===== config.mk =====
export PLATFORM = sky130hd
export DESIGN_NAME = vga_line_fetch_ctrl
export DESIGN_NICKNAME = d
export VERILOG_FILES = /design/src/rtl/vga_pkg.sv /design/src/rtl/vga_lb_writer.sv /design/src/rtl/vga_line_fetch_ctrl.sv
export SDC_FILE = /design/constraint.sdc
export NUM_CORES = 1
export LEC_CHECK = 0
export ABC_CLOCK_PERIOD_IN_PS = 2310
export BUFFER_PORTS_ARGS = -buffer_cell sky130_fd_sc_hd__buf_2
export CORE_MARGIN = 1.5
export CORE_UTILIZATION = 48
export DETAILED_ROUTE_END_ITERATION = 8
export GPL_TIMING_DRIVEN = 0
export PLACE_DENSITY = 0.74
export RECOVER_POWER = 50
export SLEW_MARGIN = 5
export SYNTH_ARGS = -nofsm -noshare
export SYNTH_HDL_FRONTEND = slang
export SYNTH_SLANG_ARGS = --single-unit

===== constraint.sdc =====
create_clock -name vga_clk -period 2.31 [get_ports vga_clk]
set_clock_uncertainty 0.05 [all_clocks]
set_input_delay 0.3465 -clock vga_clk [delete_from_list [all_inputs] [get_ports vga_clk]]
set_output_delay 0.3465 -clock vga_clk [all_outputs]
set_load 0.1 [all_outputs]

===== src/rtl/vga_pkg.sv =====
// Shared types and constants for the VGA line-prefetch scheduler.
// Holds the fetch FSM state enum, the two supported line lengths and the
// default burst length, plus a helper that maps the mode bit to a word count.
package vga_pkg;

   typedef enum logic [1:0] {
      S_IDLE = 2'd0,
      S_REQ  = 2'd1,
      S_DATA = 2'd2,
      S_DONE = 2'd3
   } fetch_state_t;

   localparam int LINE_WORDS_640    = 640;
   localparam int LINE_WORDS_1024   = 1024;
   localparam int BURST_LEN_DEFAULT = 16;

   // Words per scan line for the selected mode (11 bits so 1024 fits).
   function automatic logic [10:0] line_words(input logic mode_wide);
      return mode_wide ? 11'(LINE_WORDS_1024) : 11'(LINE_WORDS_640);
   endfunction

endpackage


===== src/rtl/vga_lb_writer.sv =====
// Registered write port into the A/B ping-pong line buffer.
// Latency: one cycle from wr_en to lb_we_a/lb_we_b; no backpressure (the line buffer always accepts).
// Ports: wr_en/wr_buf/wr_addr/wr_data from the fetch FSM; lb_we_a, lb_we_b, lb_waddr, lb_wdata to the buffer.
module vga_lb_writer (
   input  logic        vga_clk,
   input  logic        rst_n_w,
   input  logic        wr_en,
   input  logic        wr_buf,
   input  logic [9:0]  wr_addr,
   input  logic [15:0] wr_data,
   output logic        lb_we_a,
   output logic        lb_we_b,
   output logic [9:0]  lb_waddr,
   output logic [15:0] lb_wdata
);

   always_ff @(posedge vga_clk or negedge rst_n_w) begin
      if (!rst_n_w) begin
         lb_we_a  <= 1'b0;
         lb_we_b  <= 1'b0;
         lb_waddr <= '0;
         lb_wdata <= '0;
      end else begin
         // Exactly one strobe per write, chosen by the latched buffer bit.
         lb_we_a <= wr_en & ~wr_buf;
         lb_we_b <= wr_en &  wr_buf;
         if (wr_en) begin
            lb_waddr <= wr_addr;
            lb_wdata <= wr_data;
         end
      end
   end

endmodule


===== src/rtl/vga_line_fetch_ctrl.sv =====
// Line-prefetch scheduler: on a line-request edge, fetches the scan line from frame memory in bursts into the idle line-buffer half.
// Latency: request edge at t gives mem_req at t+1; each read beat reaches the line buffer one cycle later.
// Backpressure: mem_req is held with a stable address until mem_gnt; a request arriving mid-fetch sets sticky overrun and restarts after the current burst.
// Ports: vga_mode/read_line_req/read_line_addr/blanking from the timing driver; mem_req/mem_addr/mem_gnt/mem_rvalid/mem_rdata burst port;
//        lb_we_a/lb_we_b/lb_waddr/lb_wdata line-buffer write; busy/line_done/overrun/clr_overrun status.
module vga_line_fetch_ctrl
   import vga_pkg::*;
#(
   parameter int BURST_LEN = BURST_LEN_DEFAULT,
   parameter int ADDR_W    = 22
) (
   input  logic              vga_clk,
   input  logic              rst_n_w,
   input  logic [1:0]        vga_mode,
   input  logic              read_line_req,
   input  logic [15:0]       read_line_addr,
   input  logic              blanking,
   output logic              mem_req,
   output logic [ADDR_W-1:0] mem_addr,
   input  logic              mem_gnt,
   input  logic              mem_rvalid,
   input  logic [15:0]       mem_rdata,
   output logic              lb_we_a,
   output logic              lb_we_b,
   output logic [9:0]        lb_waddr,
   output logic [15:0]       lb_wdata,
   output logic              busy,
   output logic              line_done,
   output logic              overrun,
   input  logic              clr_overrun
);

   localparam int BW = $clog2(BURST_LEN) + 1;

   fetch_state_t state, state_nxt;

   logic          req_d;
   logic          req_edge;
   logic [11:0]   line_q;
   logic          buf_sel;
   logic [10:0]   words_q;
   logic [10:0]   word_idx;
   logic [BW-1:0] beat_cnt;
   logic          pend_q;
   logic [11:0]   pend_line;
   logic          pend_buf;
   logic [10:0]   pend_words;
   logic          burst_end;
   logic          beat_wr;
   logic          ovr_evt;
   logic          start_new;
   logic          start_pend;
   logic          unused_bits;

   assign unused_bits = ^{read_line_addr[15:12], vga_mode[0]};

   assign req_edge  = read_line_req & ~req_d;
   // The cycle after the last beat of a burst is spent deciding what comes
   // next, which also places line_done one cycle after the final write.
   assign burst_end = (state == S_DATA) && (beat_cnt == BW'(BURST_LEN));
   assign beat_wr   = (state == S_DATA) && !burst_end && mem_rvalid;
   assign ovr_evt   = req_edge && (state != S_IDLE);

   always_ff @(posedge vga_clk or negedge rst_n_w) begin
      if (!rst_n_w) state <= S_IDLE;
      else          state <= state_nxt;
   end

   always_comb begin
      state_nxt  = state;
      start_new  = 1'b0;
      start_pend = 1'b0;
      case (state)
         S_IDLE: begin
            if (req_edge && !blanking) begin
               state_nxt = S_REQ;
               start_new = 1'b1;
            end
         end
         S_REQ: begin
            if (mem_gnt) state_nxt = S_DATA;
         end
         S_DATA: begin
            if (burst_end) begin
               // A request landing on the decision cycle is taken directly;
               // otherwise a parked request abandons the current line.
               if (req_edge) begin
                  state_nxt = S_REQ;
                  start_new = 1'b1;
               end else if (pend_q) begin
                  state_nxt  = S_REQ;
                  start_pend = 1'b1;
               end else if (word_idx == words_q) begin
                  state_nxt = S_DONE;
               end else begin
                  state_nxt = S_REQ;
               end
            end
         end
         S_DONE: begin
            if (req_edge) begin
               state_nxt = S_REQ;
               start_new = 1'b1;
            end else begin
               state_nxt = S_IDLE;
            end
         end
         default: state_nxt = S_IDLE;
      endcase
   end

   always_ff @(posedge vga_clk or negedge rst_n_w) begin
      if (!rst_n_w) begin
         req_d      <= 1'b0;
         line_q     <= '0;
         buf_sel    <= 1'b0;
         words_q    <= '0;
         word_idx   <= '0;
         beat_cnt   <= '0;
         pend_q     <= 1'b0;
         pend_line  <= '0;
         pend_buf   <= 1'b0;
         pend_words <= '0;
         overrun    <= 1'b0;
      end else begin
         req_d <= read_line_req;

         if (start_new) begin
            line_q   <= read_line_addr[11:0];
            buf_sel  <= read_line_addr[0];
            words_q  <= line_words(vga_mode[1]);
            word_idx <= '0;
         end else if (start_pend) begin
            line_q   <= pend_line;
            buf_sel  <= pend_buf;
            words_q  <= pend_words;
            word_idx <= '0;
         end else if (beat_wr) begin
            word_idx <= word_idx + 11'd1;
         end

         if ((state == S_REQ) && mem_gnt) beat_cnt <= '0;
         else if (beat_wr)                beat_cnt <= beat_cnt + BW'(1);

         // Mid-fetch request: capture it now, since line_q/buf_sel must stay
         // put until the in-flight burst has drained into the old buffer.
         if (ovr_evt) begin
            pend_line  <= read_line_addr[11:0];
            pend_buf   <= read_line_addr[0];
            pend_words <= line_words(vga_mode[1]);
         end
         if (start_new || start_pend) pend_q <= 1'b0;
         else if (ovr_evt)            pend_q <= 1'b1;

         if (ovr_evt)          overrun <= 1'b1;
         else if (clr_overrun) overrun <= 1'b0;
      end
   end

   assign mem_req   = (state == S_REQ);
   assign mem_addr  = mem_req ? ADDR_W'({line_q, word_idx[9:0]}) : '0;
   assign busy      = (state != S_IDLE);
   assign line_done = (state == S_DONE);

   vga_lb_writer u_lb_writer (
      .vga_clk  (vga_clk),
      .rst_n_w  (rst_n_w),
      .wr_en    (beat_wr),
      .wr_buf   (buf_sel),
      .wr_addr  (word_idx[9:0]),
      .wr_data  (mem_rdata),
      .lb_we_a  (lb_we_a),
      .lb_we_b  (lb_we_b),
      .lb_waddr (lb_waddr),
      .lb_wdata (lb_wdata)
   );

endmodule


==> results by group <==
Yosys
  – Netlist Area Pre-Place: 3530 sq um
  – Number of synthesized register bits: 77
  – Count of cell types in the netlist: 42
  – Register area share after synthesis: 54.6%
  – Cells after Synth: 318
  – Post-Syn Area per Cell: 11.1 sq um
  – Syn_nets: 363
  – Syn. warnings: 0

Clocking
  – TritonCTS Buffers: 9
  – CTS clock-pin slew for the worst setup and hold paths: 0.07 ns
  – H-tree depth: 3
  – Clock root buffer: clkbuf_8
  – Clk_lat worst skew: 0.34 ns
  – CTS tree: done
  – Clock Sink Count: 77
  – Post-CTS Setup Inserts: 0
  – Clock Path Buffers: 2

Setup path
  – CP max stage cell: dfrtp_1
  – Reg2reg end: words_q[10]
  – Worst path required time: 2.49 ns
  – Flop-to-flop setup slack: 0.14 ns
  – Startpoint Class: flop
  – Worst reg2reg path depth: 7
  – CP most frequent cell: mux2_2
  – Worst setup path class: flop to flop
  – Max FO, Critical Path: 9
  – Worst EP arrival: 2.35 ns
  – Critical Path Max Stage Delay: 0.43 ns
  – Worst setup EP type: flop
  – Cell Chain, Critical Path: inv_1, ha_1, nor4bb_1, buf_2, and4bb_2, mux2_2, mux2_2
  – Worst flop-to-flop path startpoint: beat_cnt[0]

Min path
  – Hold Crit Class: input pin to flop
  – Worst Hold End: req_d
  – Hold depth: 1
  – Min-delay src: read_line_req

STA
  – Clock period minus worst slack: 2.17 ns
  – Fin. max-slew vios: 0
  – Least-Margin Pin Slew: 1.18 ns
  – Slew headroom: 21.4%
  – Final Setup Violations: 0
  – RSZ-0062 raised after global routing: false
  – Post-route setup TNS: 0 ns
  – Achievable Freq: 461 MHz
  – Final Hold Vio Count: 0
  – Final Cycle Share: 94.0%

Routing
  – Post-route DRC: 0
  – Metal2 WL: 3530 um
  – Final wirelength: 7380 um
  – Wirelength per Cell: 14.1 um
  – DR top layer: met4
  – TritonRoute pass-1 iters: 4
  – Vias: 2,683
  – WL met1: 3410 um
  – Drt initial violations: 134
  – WL met3: 323 um
  – Antenna-violating nets left: 0
  – Post-DR vias/cell: 5.13

Pwr
  – Max VDD drop: 1.32 mV
  – Pwr dens: 1500 nW/um^2
  – P_leak: 2.09 nW

Place
  – Placed instance count: 507
  – PortBufs: 89
  – Post-DP HPWL: 5280 um
  – Placed Area: 4140 sq um
  – Final GP Congestion: 0.834

Global routing
  – Vias in the first global route: 2,443
  – Largest net degree at the start of global routing: 60
  – Antenna violations before repair: 0
  – GR Overflow Total: 0
  – First-pass GRT wire length: 11,700 um
  – Overall Global Routing Usage: 19.6%

Run
  – Maxcap violations: 0

Floorplan
  – Core area: 7180 sq um
  – Initial Utilization: 49.1%
  – Die W: 88.7 um
  – Vertical die dimension: 88.7 um
  – Die area: 7870 sq um
  – # rows: 31
  – IO Count: 95

Layout
  – Area Overhead vs Synth: 22.8%
  – Ant. Diodes: 0
  – Non-Filler Instances: 523
  – Layout Nets: 465
  – Final instance area: 4330 sq um
  – Layout filler cell count: 633
  – Proportion of layout cells with a drive suffix above 1: 32.3%

Run status
  – Status: finished clean
## how the worst max path moves through the flow
stage | endpoint | slack, ns | from | depth (start not counted)
after CTS | mem_addr[20] | 0.0003 | state[1] | 4
final | words_q[10] | 0.14 | beat_cnt[0] | 7
after floorplan | mem_addr[12] | 0.20 | state[1] | 3
after detailed placement | mem_addr[8] | 0.07 | state[1] | 4
after global placement | mem_addr[8] | 0.10 | state[1] | 4
after global routing | words_q[10] | 0.0003 | beat_cnt[0] | 7
## synthesized netlist by cell type, drive strengths merged
cell / number / share of area (%)
and2: 38 / 6.7
a221o: 12 / 3.4
or2: 2 / 0.43
xnor2: 12 / 3.0
a221oi: 1 / 0.25
mux2: 28 / 8.9
nor4: 7 / 1.4
inv: 6 / 0.64
dfrtp: 77 / 55
nand2: 48 / 5.1
nor4b: 2 / 0.50
and4bb: 1 / 0.35
nand3: 3 / 0.43
o21ai: 5 / 0.71
o2111ai: 1 / 0.25
nor4bb: 1 / 0.28
nor2b: 2 / 0.35
ha: 4 / 1.4
and4: 1 / 0.25
clkbuf: 8 / 0.85
nand2b: 3 / 0.53
and4b: 1 / 0.28
and3: 1 / 0.18
nand4b: 1 / 0.25
a311oi: 1 / 0.43
mux2i: 3 / 0.85
nor2: 20 / 2.1
nor3b: 2 / 0.43
nand4: 3 / 0.53
nor3: 6 / 0.99
a311o: 1 / 0.28
a21oi: 4 / 0.57
nand3b: 2 / 0.53
buf: 10 / 1.8
xor2: 1 / 0.25
## layout make-up
class	instances	area (sq um)	share of cell area [%]
well taps	99	124	2.86
plain buffers	18	96.3	2.23
clock buffers	10	128	2.95
inverters	6	22.5	0.520
flip-flops and latches	77	1930	44.5
repair buffers	91	499	11.5
multi-input cells	217	1500	34.7
clock inverters	5	28.8	0.665
## state kept, by name, summed over array words and instances, names as in the netlist
register              flops
u_lb_writer.lb_waddr     10
u_lb_writer.lb_we_b       1
req_d                     1
pend_words                2
overrun                   1
word_idx                 11
pend_line                12
state                     2
beat_cnt                  5
pend_q                    1
words_q                   2
u_lb_writer.lb_we_a       1
line_q                   12
u_lb_writer.lb_wdata     16
## where the power goes
part | total [mW] | switching, mW | leakage [nW] | internal (mW)
registers | 2.11 | 0.285 | 0.980 | 1.83
clock network | 0.846 | 0.467 | 0.0856 | 0.379
logic | 3.53 | 2.75 | 1.02 | 0.788
total | 6.49 | 3.50 | 2.09 | 3.00
## metrics by stage
step | utilization [%] | hold slack (ns) | total power, mW | setup WS [ns]
floorplan | - | 0.000909 | 5.04 | 0.200
global placement | 57.2 | 0.398 | 5.59 | 0.105
detailed placement | 57.7 | 0.192 | 5.67 | 0.0689
CTS | 60.5 | 0.0812 | 6.55 | 0.000257
global route | 60.3 | 0.0866 | 6.80 | 0.000328
finish | 60.3 | 0.104 | 6.49 | 0.139
## layer usage
metal / vias up / global-route usage (%)
li1: 1293 / -
met1: 1316 / 25.8
met2: 63 / 30.6
met3: 11 / 5.04
met4: 0 / 8.52
met5: - / 0
## layout by cell type (no fill, tap or decap), types with 2 or more instances in the layout
master	synthesis	final
nor2_1	20	19
clkinv_2	0	4
buf_2	6	51
a21oi_1	4	4
inv_1	6	6
clkbuf_4	0	6
nor4b_1	2	2
xnor2_1	12	12
mux2_2	28	28
nand4_1	3	3
nand2_1	48	48
clkbuf_1	8	32
o21ai_0	5	5
nor4_1	6	6
nand3_1	3	3
clkbuf_8	0	9
buf_4	3	16
mux2i_1	3	3
ha_1	4	4
dfrtp_1	77	77
nor3b_1	2	2
nor3_1	5	5
and2_1	37	28
clkbuf_2	0	2
a221o_1	12	12
nand2b_1	3	3
and2_2	0	9
## worst max-delay path, delay by kind of cell, from the launching register on
family | cells | cell delay, ns
fa+ha+maj | 1 | 0.14
buf+inv | 2 | 0.33
flops | 1 | 0.43
mux | 2 | 0.60
simple gates | 2 | 0.52
## logic make-up after synthesis
kind of cell	Yosys count	share of synthesized area [%]
AND/OR/NAND/NOR	144	21.7
flip-flops	77	54.6
multiplexers	31	9.79
AO/OA/AOI/OAI	25	5.89
buffers and inverters	24	3.30
XOR/XNOR	13	3.23
adder cells (fa/ha/maj)	4	1.42
## timing repair
action	CTS	global route
endpoints found under the setup margin	20	7
endpoints found under the hold margin	18	0
resized for setup	15	8
hold buffers	1	0
No activity file was read; power rests on OpenSTA's default activity.
